<file path="src/rtl/mem_ctrl_pkg.sv">
// -----------------------------------------------------------------------------
// mem_ctrl_pkg
// Shared definitions for the unified-memory port arbiter:
//   - RISC-V load/store funct3 size codes
//   - arbiter FSM state encodings
//   - grant owner enumeration
//   - byte mask helper for an access size
// -----------------------------------------------------------------------------
package mem_ctrl_pkg;

   // funct3 size codes shared by loads and stores
   localparam logic [2:0] F3_B  = 3'b000;
   localparam logic [2:0] F3_H  = 3'b001;
   localparam logic [2:0] F3_W  = 3'b010;
   localparam logic [2:0] F3_BU = 3'b100;
   localparam logic [2:0] F3_HU = 3'b101;

   // arbiter FSM states
   localparam logic [1:0] IDLE = 2'd0;
   localparam logic [1:0] ACC1 = 2'd1;
   localparam logic [1:0] ACC2 = 2'd2;
   localparam logic [1:0] RESP = 2'd3;

   typedef enum logic {
      FETCH = 1'b0,
      DATA  = 1'b1
   } grant_e;

   // Byte mask for the access size encoded in funct3; zero for unknown codes.
   function automatic logic [7:0] size_mask(input logic [2:0] funct3);
      logic [7:0] mask;
      case (funct3)
         F3_B, F3_BU: mask = 8'h01;
         F3_H, F3_HU: mask = 8'h03;
         F3_W:        mask = 8'h0F;
         default:     mask = 8'h00;
      endcase
      return mask;
   endfunction

endpackage

</file>
<file path="src/rtl/mem_lane_align.sv">
// -----------------------------------------------------------------------------
// mem_lane_align
// Combinational lane steering for a byte-addressed access on a 32-bit memory.
//   i_we       store (1) / load (0), only used to judge funct3 legality
//   i_funct3   RISC-V load/store funct3
//   i_off      byte offset inside the word (addr[1:0])
//   i_wdata    store data, right-justified
//   i_rd64     {second word, first word} read back from memory
//   o_be8      byte enables across the two-word window
//   o_w64      store data shifted into its lanes across the two-word window
//   o_split    access touches the second word
//   o_illegal  funct3 not valid for this direction
//   o_rdata    sign/zero-extended load result
// -----------------------------------------------------------------------------
module mem_lane_align
   import mem_ctrl_pkg::*;
(
   input  logic        i_we,
   input  logic [2:0]  i_funct3,
   input  logic [1:0]  i_off,
   input  logic [31:0] i_wdata,
   input  logic [63:0] i_rd64,
   output logic [7:0]  o_be8,
   output logic [63:0] o_w64,
   output logic        o_split,
   output logic        o_illegal,
   output logic [31:0] o_rdata
);

   logic [7:0]  w_mask;
   logic [4:0]  w_shamt;
   logic [31:0] w_rd_lo;

   assign w_mask  = size_mask(i_funct3);
   assign w_shamt = {i_off, 3'b000};

   // Unsigned sizes exist only for loads; anything without a size is illegal.
   assign o_illegal = (w_mask == 8'h00) || (i_we && i_funct3[2]);

   assign o_be8   = o_illegal ? 8'h00 : (w_mask << i_off);
   assign o_split = |o_be8[7:4];
   assign o_w64   = {32'h0000_0000, i_wdata} << w_shamt;

   // Bring the addressed byte down to lane 0 of the two-word window.
   assign w_rd_lo = 32'(i_rd64 >> w_shamt);

   // Extend the low bytes of the aligned read according to the load type.
   always_comb begin
      o_rdata = 32'h0000_0000;
      case (i_funct3)
         F3_B:    o_rdata = {{24{w_rd_lo[7]}}, w_rd_lo[7:0]};
         F3_H:    o_rdata = {{16{w_rd_lo[15]}}, w_rd_lo[15:0]};
         F3_W:    o_rdata = w_rd_lo;
         F3_BU:   o_rdata = {24'h00_0000, w_rd_lo[7:0]};
         F3_HU:   o_rdata = {16'h0000, w_rd_lo[15:0]};
         default: o_rdata = 32'h0000_0000;
      endcase
   end

endmodule

</file>
<file path="src/rtl/mem_port_arbiter.sv">
// -----------------------------------------------------------------------------
// mem_port_arbiter
// Shares one single-ported 32-bit memory between instruction fetch and the
// data load/store path. Round-robin on conflict, splits word-crossing data
// accesses into two memory cycles, and returns extended load data.
//   i_clk, i_rst      clock, synchronous active-high reset
//   i_if_*            fetch request (held until o_if_ack), response, error
//   i_d_*             data request (held until o_d_ack), response, error
//   o_mem_*           registered memory command (word-aligned address)
//   i_mem_rdata       memory read data, valid the cycle after a read command
// -----------------------------------------------------------------------------
module mem_port_arbiter
   import mem_ctrl_pkg::*;
#(
   parameter int ADDR_W = 32
) (
   input  logic              i_clk,
   input  logic              i_rst,
   input  logic              i_if_req,
   input  logic [ADDR_W-1:0] i_if_addr,
   output logic              o_if_ack,
   output logic [31:0]       o_if_rdata,
   output logic              o_if_err,
   input  logic              i_d_req,
   input  logic              i_d_we,
   input  logic [2:0]        i_d_funct3,
   input  logic [ADDR_W-1:0] i_d_addr,
   input  logic [31:0]       i_d_wdata,
   output logic              o_d_ack,
   output logic [31:0]       o_d_rdata,
   output logic              o_d_err,
   output logic              o_mem_en,
   output logic              o_mem_we,
   output logic [ADDR_W-1:0] o_mem_addr,
   output logic [3:0]        o_mem_be,
   output logic [31:0]       o_mem_wdata,
   input  logic [31:0]       i_mem_rdata
);

   logic [1:0]        r_state;
   grant_e            r_last_grant;
   grant_e            r_gnt;
   logic              r_we;
   logic              r_split;
   logic [2:0]        r_funct3;
   logic [1:0]        r_off;
   logic [ADDR_W-1:0] r_addr2;
   logic [3:0]        r_be2;
   logic [31:0]       r_wdata2;
   logic [31:0]       r_word1;
   logic              r_if_ack;
   logic              r_if_err;
   logic              r_d_ack;
   logic              r_d_err;
   logic              r_mem_en;
   logic              r_mem_we;
   logic [ADDR_W-1:0] r_mem_addr;
   logic [3:0]        r_mem_be;
   logic [31:0]       r_mem_wdata;

   logic              w_gnt_any;
   logic              w_gnt_fetch;
   logic [ADDR_W-1:0] w_d_word;
   logic              w_al_we;
   logic [2:0]        w_al_funct3;
   logic [1:0]        w_al_off;
   logic [63:0]       w_rd64;
   logic [7:0]        w_be8;
   logic [63:0]       w_w64;
   logic              w_split;
   logic              w_illegal;
   logic [31:0]       w_rdata_ext;

   // On conflict the requester that did not win last time is served.
   assign w_gnt_any   = i_if_req | i_d_req;
   assign w_gnt_fetch = i_if_req & (~i_d_req | (r_last_grant == DATA));
   assign w_d_word    = {i_d_addr[ADDR_W-1:2], 2'b00};

   // The aligner decodes live inputs while arbitrating and the latched
   // request afterwards, when it extends the returning load data.
   assign w_al_we     = (r_state == IDLE) ? i_d_we            : r_we;
   assign w_al_funct3 = (r_state == IDLE) ? i_d_funct3        : r_funct3;
   assign w_al_off    = (r_state == IDLE) ? i_d_addr[1:0]     : r_off;
   assign w_rd64      = r_split ? {i_mem_rdata, r_word1} : {32'h0000_0000, i_mem_rdata};

   mem_lane_align u_align (
      .i_we      (w_al_we),
      .i_funct3  (w_al_funct3),
      .i_off     (w_al_off),
      .i_wdata   (i_d_wdata),
      .i_rd64    (w_rd64),
      .o_be8     (w_be8),
      .o_w64     (w_w64),
      .o_split   (w_split),
      .o_illegal (w_illegal),
      .o_rdata   (w_rdata_ext)
   );

   // Arbitration, access sequencing and registered command/ack generation.
   always_ff @(posedge i_clk) begin
      if (i_rst) begin
         r_state      <= IDLE;
         r_last_grant <= DATA;
         r_gnt        <= FETCH;
         r_we         <= 1'b0;
         r_split      <= 1'b0;
         r_funct3     <= 3'b000;
         r_off        <= 2'b00;
         r_addr2      <= {ADDR_W{1'b0}};
         r_be2        <= 4'b0000;
         r_wdata2     <= 32'h0000_0000;
         r_word1      <= 32'h0000_0000;
         r_if_ack     <= 1'b0;
         r_if_err     <= 1'b0;
         r_d_ack      <= 1'b0;
         r_d_err      <= 1'b0;
         r_mem_en     <= 1'b0;
         r_mem_we     <= 1'b0;
         r_mem_addr   <= {ADDR_W{1'b0}};
         r_mem_be     <= 4'b0000;
         r_mem_wdata  <= 32'h0000_0000;
      end else begin
         // Commands and acks are single-cycle unless re-armed below.
         r_if_ack    <= 1'b0;
         r_if_err    <= 1'b0;
         r_d_ack     <= 1'b0;
         r_d_err     <= 1'b0;
         r_mem_en    <= 1'b0;
         r_mem_we    <= 1'b0;
         r_mem_addr  <= {ADDR_W{1'b0}};
         r_mem_be    <= 4'b0000;
         r_mem_wdata <= 32'h0000_0000;
         case (r_state)
            IDLE: begin
               if (w_gnt_any) begin
                  r_gnt        <= w_gnt_fetch ? FETCH : DATA;
                  r_last_grant <= w_gnt_fetch ? FETCH : DATA;
                  if (w_gnt_fetch) begin
                     r_we    <= 1'b0;
                     r_split <= 1'b0;
                     if (|i_if_addr[1:0]) begin
                        // Misaligned fetch is answered without touching memory.
                        r_state  <= RESP;
                        r_if_ack <= 1'b1;
                        r_if_err <= 1'b1;
                     end else begin
                        r_state    <= ACC1;
                        r_mem_en   <= 1'b1;
                        r_mem_addr <= i_if_addr;
                        r_mem_be   <= 4'b1111;
                     end
                  end else begin
                     r_we     <= i_d_we;
                     r_funct3 <= i_d_funct3;
                     r_off    <= i_d_addr[1:0];
                     r_split  <= w_split;
                     r_addr2  <= w_d_word + ADDR_W'(4);
                     r_be2    <= w_be8[7:4];
                     r_wdata2 <= i_d_we ? w_w64[63:32] : 32'h0000_0000;
                     if (w_illegal) begin
                        r_state <= RESP;
                        r_d_ack <= 1'b1;
                        r_d_err <= 1'b1;
                     end else begin
                        r_state     <= ACC1;
                        r_mem_en    <= 1'b1;
                        r_mem_we    <= i_d_we;
                        r_mem_addr  <= w_d_word;
                        r_mem_be    <= w_be8[3:0];
                        r_mem_wdata <= i_d_we ? w_w64[31:0] : 32'h0000_0000;
                     end
                  end
               end else begin
                  r_state <= IDLE;
               end
            end
            ACC1: begin
               if (r_split) begin
                  r_state     <= ACC2;
                  r_mem_en    <= 1'b1;
                  r_mem_we    <= r_we;
                  r_mem_addr  <= r_addr2;
                  r_mem_be    <= r_be2;
                  r_mem_wdata <= r_wdata2;
               end else begin
                  r_state  <= RESP;
                  r_if_ack <= (r_gnt == FETCH);
                  r_d_ack  <= (r_gnt == DATA);
               end
            end
            ACC2: begin
               // First word's read data is on i_mem_rdata during this cycle.
               r_word1  <= i_mem_rdata;
               r_state  <= RESP;
               r_if_ack <= (r_gnt == FETCH);
               r_d_ack  <= (r_gnt == DATA);
            end
            RESP: begin
               r_state <= IDLE;
            end
            default: begin
               r_state <= IDLE;
            end
         endcase
      end
   end

   assign o_if_ack    = r_if_ack;
   assign o_if_err    = r_if_err;
   assign o_if_rdata  = (r_if_ack & ~r_if_err) ? i_mem_rdata : 32'h0000_0000;
   assign o_d_ack     = r_d_ack;
   assign o_d_err     = r_d_err;
   assign o_d_rdata   = (r_d_ack & ~r_d_err & ~r_we) ? w_rdata_ext : 32'h0000_0000;
   assign o_mem_en    = r_mem_en;
   assign o_mem_we    = r_mem_we;
   assign o_mem_addr  = r_mem_addr;
   assign o_mem_be    = r_mem_be;
   assign o_mem_wdata = r_mem_wdata;

endmodule

</file>
<file path="config.mk">
export PLATFORM = sky130hd
export DESIGN_NAME = mem_port_arbiter
export DESIGN_NICKNAME = d
export VERILOG_FILES = /design/src/rtl/mem_ctrl_pkg.sv /design/src/rtl/mem_lane_align.sv /design/src/rtl/mem_port_arbiter.sv
export SDC_FILE = /design/constraint.sdc
export NUM_CORES = 1
export LEC_CHECK = 0
export BUFFER_PORTS_ARGS = -buffer_cell sky130_fd_sc_hd__buf_2
export CORE_MARGIN = 5
export CORE_UTILIZATION = 30
export DETAILED_ROUTE_END_ITERATION = 12
export PLACE_DENSITY = 0.53
export SETUP_SLACK_MARGIN = 0.1
export SYNTH_ARGS = -nofsm -noshare
export SYNTH_HDL_FRONTEND = slang
export SYNTH_SLANG_ARGS = --single-unit
</file>
<file path="constraint.sdc">
create_clock -name i_clk -period 5.2 [get_ports i_clk]
set_input_delay 0.26 -clock i_clk [delete_from_list [all_inputs] [get_ports i_clk]]
set_output_delay 0.26 -clock i_clk [all_outputs]
set_load 0.02 [all_outputs]
</file>
# Word-level counts from Yosys, hierarchy flattened
# Cells that the tools add are included.
# op_classes
add_sub_neg	1
eq_ne	7
shifts	3
mux	58
n_bitwise	13
n_reduce_logical	12
# op_table
operator	n
$mux 32	13
$pmux 32 s5	1
$pmux 32 s2	2
$mux 64	1
$shl 32x5->64	1
$shr 64x5->32	1
$add 32x3->32 const B	1
$mux 1	22
$mux 4	5
$pmux 4 s3	1
$mux 2	5
$logic_not 8->1	1
$mux 8	1
$pmux 2 s4	1
$pmux 4 s2	1
$reduce_or 2->1	4
$shl 4x2->8	1
$not 1->1	7
$eq 3x3->1 const B	2
$pmux 1 s3	2
$and 1x1->1	4
$eq 2x2->1 const B	2
$pmux 1 s2	2
$reduce_or 4->1	1
other kinds (11)	12
# totals
register_bits	185
in_bits	136
output_inout_bits	138
wordCells	114

# Logic depth before layout (Yosys ltp)
# logic_depth
ltp_word	12
depth_mapped	11
mapped_depth_nobuf	7

# Hierarchy
# A second synthesis with hierarchy kept.
# unflattened
cells_unflattened	1244
area_unflattened_um2	10735.3
# modules_own_cells
module	instances	cells_each	area_per_inst_um2
mem_port_arbiter	1	970	8535.7
mem_lane_align	1	274	2199.6

# Least setup slack after synthesis
# Ideal clock, no wire load.
# synth_path
kind	flip-flop to output port
from	register r_state[0]
to	output port o_d_rdata[10]
arrival_ps	2233
t_required_ps	4940
setup_slack_ps	2707
path_stages_with_launch	10
n_path_buf	2
cell_sequence	dfxtp_1 inv_1 ha_1 buf_6 mux2_4 mux2_4 mux2_2 or3_1 buf_2 nand2_1
# synth_via
elab_chain_len	5
# synth_rtl
item	line_no	source
start: declaration	mem_port_arbiter.sv:40	logic [1:0] r_state;
start signal: assignment	mem_port_arbiter.sv:102	r_state <= IDLE;
start signal: assignment	mem_port_arbiter.sv:143	r_state <= RESP;
start signal: assignment	mem_port_arbiter.sv:147	r_state <= ACC1;
$logic_not 2->1 *	mem_port_arbiter.sv:82, mem_port_arbiter.sv:83	
$mux 2 / $mux 3 (equally long branches)	mem_port_arbiter.sv:83, mem_port_arbiter.sv:82	
$shr 64x5->32 (tied with other cells)	mem_lane_align.sv:45	assign w_rd_lo = 32'(i_rd64 >> w_shamt);
$pmux 32 s5 *	mem_lane_align.sv:50	case (i_funct3)
$mux 32 *	mem_port_arbiter.sv:213	assign o_d_rdata = (r_d_ack & ~r_d_err & ~r_we) ? w_rdata_ext : 32'h0000_0000;
end: declaration	mem_port_arbiter.sv:30	output logic [31:0] o_d_rdata,
# Every way passes the cells marked *; elsewhere a longest branch is shown, timed or not.

# Worst setup path after layout
# layout_path
from	register r_state[0]
to	output port o_d_rdata[21]
# Same word-level chain as after synthesis.

==> flow_summary.yaml <==
run_status:
  status: "finished, final reports clean"
worst_setup_path:
  cp-startpoint: "r_state[0]"
  ff2ff_path_depth: 8
  critPathLaunchType: "flop"
  cp_max_fo: 21
  critPathArrivalTime_ps: 3760
  required_ps: 4940
  cp-endpoint: "o_d_rdata[21]"
  r2r_end: "o_mem_wdata[11]"
  r2r_slack_ps: 2200
  r2r-start: "r_state[0]"
  critPathCaptureType: "output port"
  critPathKind: "reg2out"
routing:
  firstDrtPassIters: 5
  avgViaCountPerCell: 5.11
  drc: 0
  vias: 8659
  routed_wl_um: 31200
  drt-wirelength-per-cell_um: 18.4
  drtAntennaViolNets: 0
  drt_iter0_drc: 489
layout:
  regArea_um2: 3480
  drive_gt1_share_pct: 27.3
  final_net_count: 1430
  fin_area_um2: 11300
  area_delta_synth_final_pct: 26.7
  layout_common_cells: "273 x buf_2, 175 x nand2_1, 174 x dfxtp_1"
  multi_input_area_um2: 5110
  fillers: 3133
  instances_no_fill: 1693
  final_common_cell: "buf_2"
timing:
  worst-slew-pin-transition_ps: 1110
  finalSetupViolCount: 0
  max_freq_ghz: 0.249
  fin_crit_ps: 4020
  hold_viol_final: 0
  period_share_pct: 77.3
  finClkSkew_ps: 17.0
  tns_ps: 0
  max_slew_margin_pct: 25.9
  drv_slew: 0
  rsz0062_at_grt: "false"
power:
  clockPowerShare_pct: 33.8
  intPower_mw: 2.80
  switchingPower_mw: 1.49
  p_per_area_nw_per_um2: 381
  p_comb_share_pct: 30.5
  p_sw_share_pct: 34.8
  ir_worst_vdd_uv: 233
  p_seq_share_pct: 35.8
  p_leak_nw: 4.81
clock_tree:
  ctsResizeCount: 0
  cts_buffers: 17
  cts_tree: "yes"
  clock-root-buffer: "clkbuf_16"
  cts_sinks: 174
  clk_latency_ps: 430
  holdBufCountCts: 0
  post_cts.repair.setup_buffers: 0
  clockBufferDepth: 2
  htreeDepth: 4
  clk_pin_slew_ps: 70
placement:
  io_buffers: 273
  dp.cells: 1660
  dpl_cell_area_um2: 10600
  dp_hpwl_um: 22100
  gp_congestion: 0.812
die:
  design.die.area_um2: 33200
  pin_count: 274
  dieHeight_um: 182
  rows: 63
  initial_utilization_pct: 30.2
  coreArea_um2: 29500
  fp.dieW_um: 182
synth:
  synthArstFlopShare_pct: 0
  syn_area_per_cell_um2: 8.39
  syn_inst: 1060
  yosys_register_bits: 174
  syn_area_um2: 8890
  ys_types: 58
  synthFlopType: "dfxtp_1"
  synth-seq-area-share_pct: 39.2
  synth_edf_count: 0
  yosys_warnings: 0
flow_run:
  cap_viol_max_count: 0
global_route:
  grt_pass1_vias: 8436
  grt_remaining_overflow: 0
  grt_first_pass_wirelength_um: 47900
  antenna_found_initial: 7
  grt_max_degree: 67
  grt_usage_pct: 18.0
min_path:
  min_path_type: "in2reg"
[layer usage]
metal	vias up	part of all wire, %	routed length [um]	track usage [%]
met2	277	47	14600	29.7
met5	-	0.16	49	0
met1	4066	44	13600	23.5
met4	10	2.0	627	4.47
li1	4260	-	-	-
met3	46	7.4	2310	5.00
[power groups by stage]
stage / Sequential [mW] / Clock [mW] / Combinational [mW]
after global placement: 1.56 / 0 / 1.31
after floorplan: 1.58 / 0 / 0.872
final: 1.53 / 1.45 / 1.31
after detailed placement: 1.56 / 0 / 1.31
after CTS: 1.53 / 1.49 / 1.32
after global routing: 1.55 / 1.55 / 1.43
[stage by stage]
step                      total power [mW]  hold slack (ps)  worst slack, ps  utilization, %
final                                 4.29             79.3             1180            38.2
after global routing                  4.52             59.1              940            38.2
after CTS                             4.34             60.6             1130            38.2
after detailed placement              2.88              438             1620            36.0
after global placement                2.87              436             1760            36.0
after floorplan                       2.45              356             2710               -
[synthesized netlist by cell type (5+ instances only)]
| library cell | instances | area (um^2) |
|---|---|---|
| mux2i_1 | 90 | 901 |
| o2bb2ai_1 | 16 | 140 |
| o22ai_1 | 8 | 50.1 |
| a32oi_1 | 8 | 70.1 |
| ha_1 | 5 | 62.6 |
| and3_1 | 9 | 56.3 |
| a21oi_1 | 24 | 120 |
| and4_1 | 10 | 87.6 |
| a22o_1 | 24 | 210 |
| inv_1 | 11 | 41.3 |
| mux4_2 | 7 | 158 |
| o21ai_0 | 62 | 310 |
| a211oi_1 | 25 | 188 |
| and2_1 | 35 | 219 |
| buf_1 | 9 | 33.8 |
| nand4_1 | 11 | 68.8 |
| nor2b_1 | 5 | 31.3 |
| a22oi_1 | 38 | 285 |
| clkbuf_1 | 51 | 191 |
| xor2_1 | 11 | 96.3 |
| nor3_1 | 15 | 75.1 |
| dfxtp_1 | 174 | 3480 |
| buf_2 | 17 | 85.1 |
| mux2_2 | 6 | 67.6 |
| nor2_1 | 88 | 330 |
| o211ai_1 | 16 | 120 |
| nand3_1 | 47 | 235 |
| nand2_1 | 175 | 657 |
| xnor2_1 | 13 | 114 |
[area by class of cell]
type | instances | area share, %
flip-flops and latches | 174 | 30.9
multi-input cells | 796 | 45.3
well taps | 390 | 4.33
diodes | 2 | 0.0444
repair buffers | 289 | 13.2
clock buffers | 17 | 3.78
inverters | 11 | 0.367
clock inverters | 14 | 2.01
[worst max-delay path: stages (launching register included)]
cell	delay, ps
dfxtp_1	360
inv_1	80
ha_1	290
buf_4	250
nand2b_1	200
o221ai_1	840
nor3_1	170
a22oi_2	730
o211ai_1	200
buf_2	220
[kinds of logic after synthesis]
group | Yosys count | share of synthesized area [%]
other | 1 | 0.0422
multiplexers | 105 | 13.0
adder cells (fa/ha/maj) | 5 | 0.704
XOR/XNOR | 24 | 2.36
flip-flops | 174 | 39.2
buffers and inverters | 91 | 4.25
AO/OA/AOI/OAI | 243 | 18.8
AND/OR/NAND/NOR | 417 | 21.7
[how the worst min path moves through the flow]
stage | startpoint | to | slack, ps | cells past startpoint
after floorplan | i_d_addr[2] | r_addr2[2] | 360 | 1
after global placement | r_wdata2[14] | r_wdata2[14] | 440 | 2
after detailed placement | r_be2[0] | r_be2[0] | 440 | 2
after CTS | i_d_addr[2] | r_addr2[2] | 60 | 2
after global routing | i_d_addr[3] | o_mem_addr[3] | 60 | 3
final | i_d_addr[3] | o_mem_addr[3] | 80 | 3
[flip-flops by register name (all words and copies together), names as in the netlist, 2 cells and up]
name         cells
o_mem_addr      32
o_mem_be         4
o_mem_wdata     32
r_addr2         30
r_be2            3
r_funct3         3
r_off            2
r_state          2
r_wdata2        24
r_word1         32
Note: power is estimated with default switching activity, not from simulation.
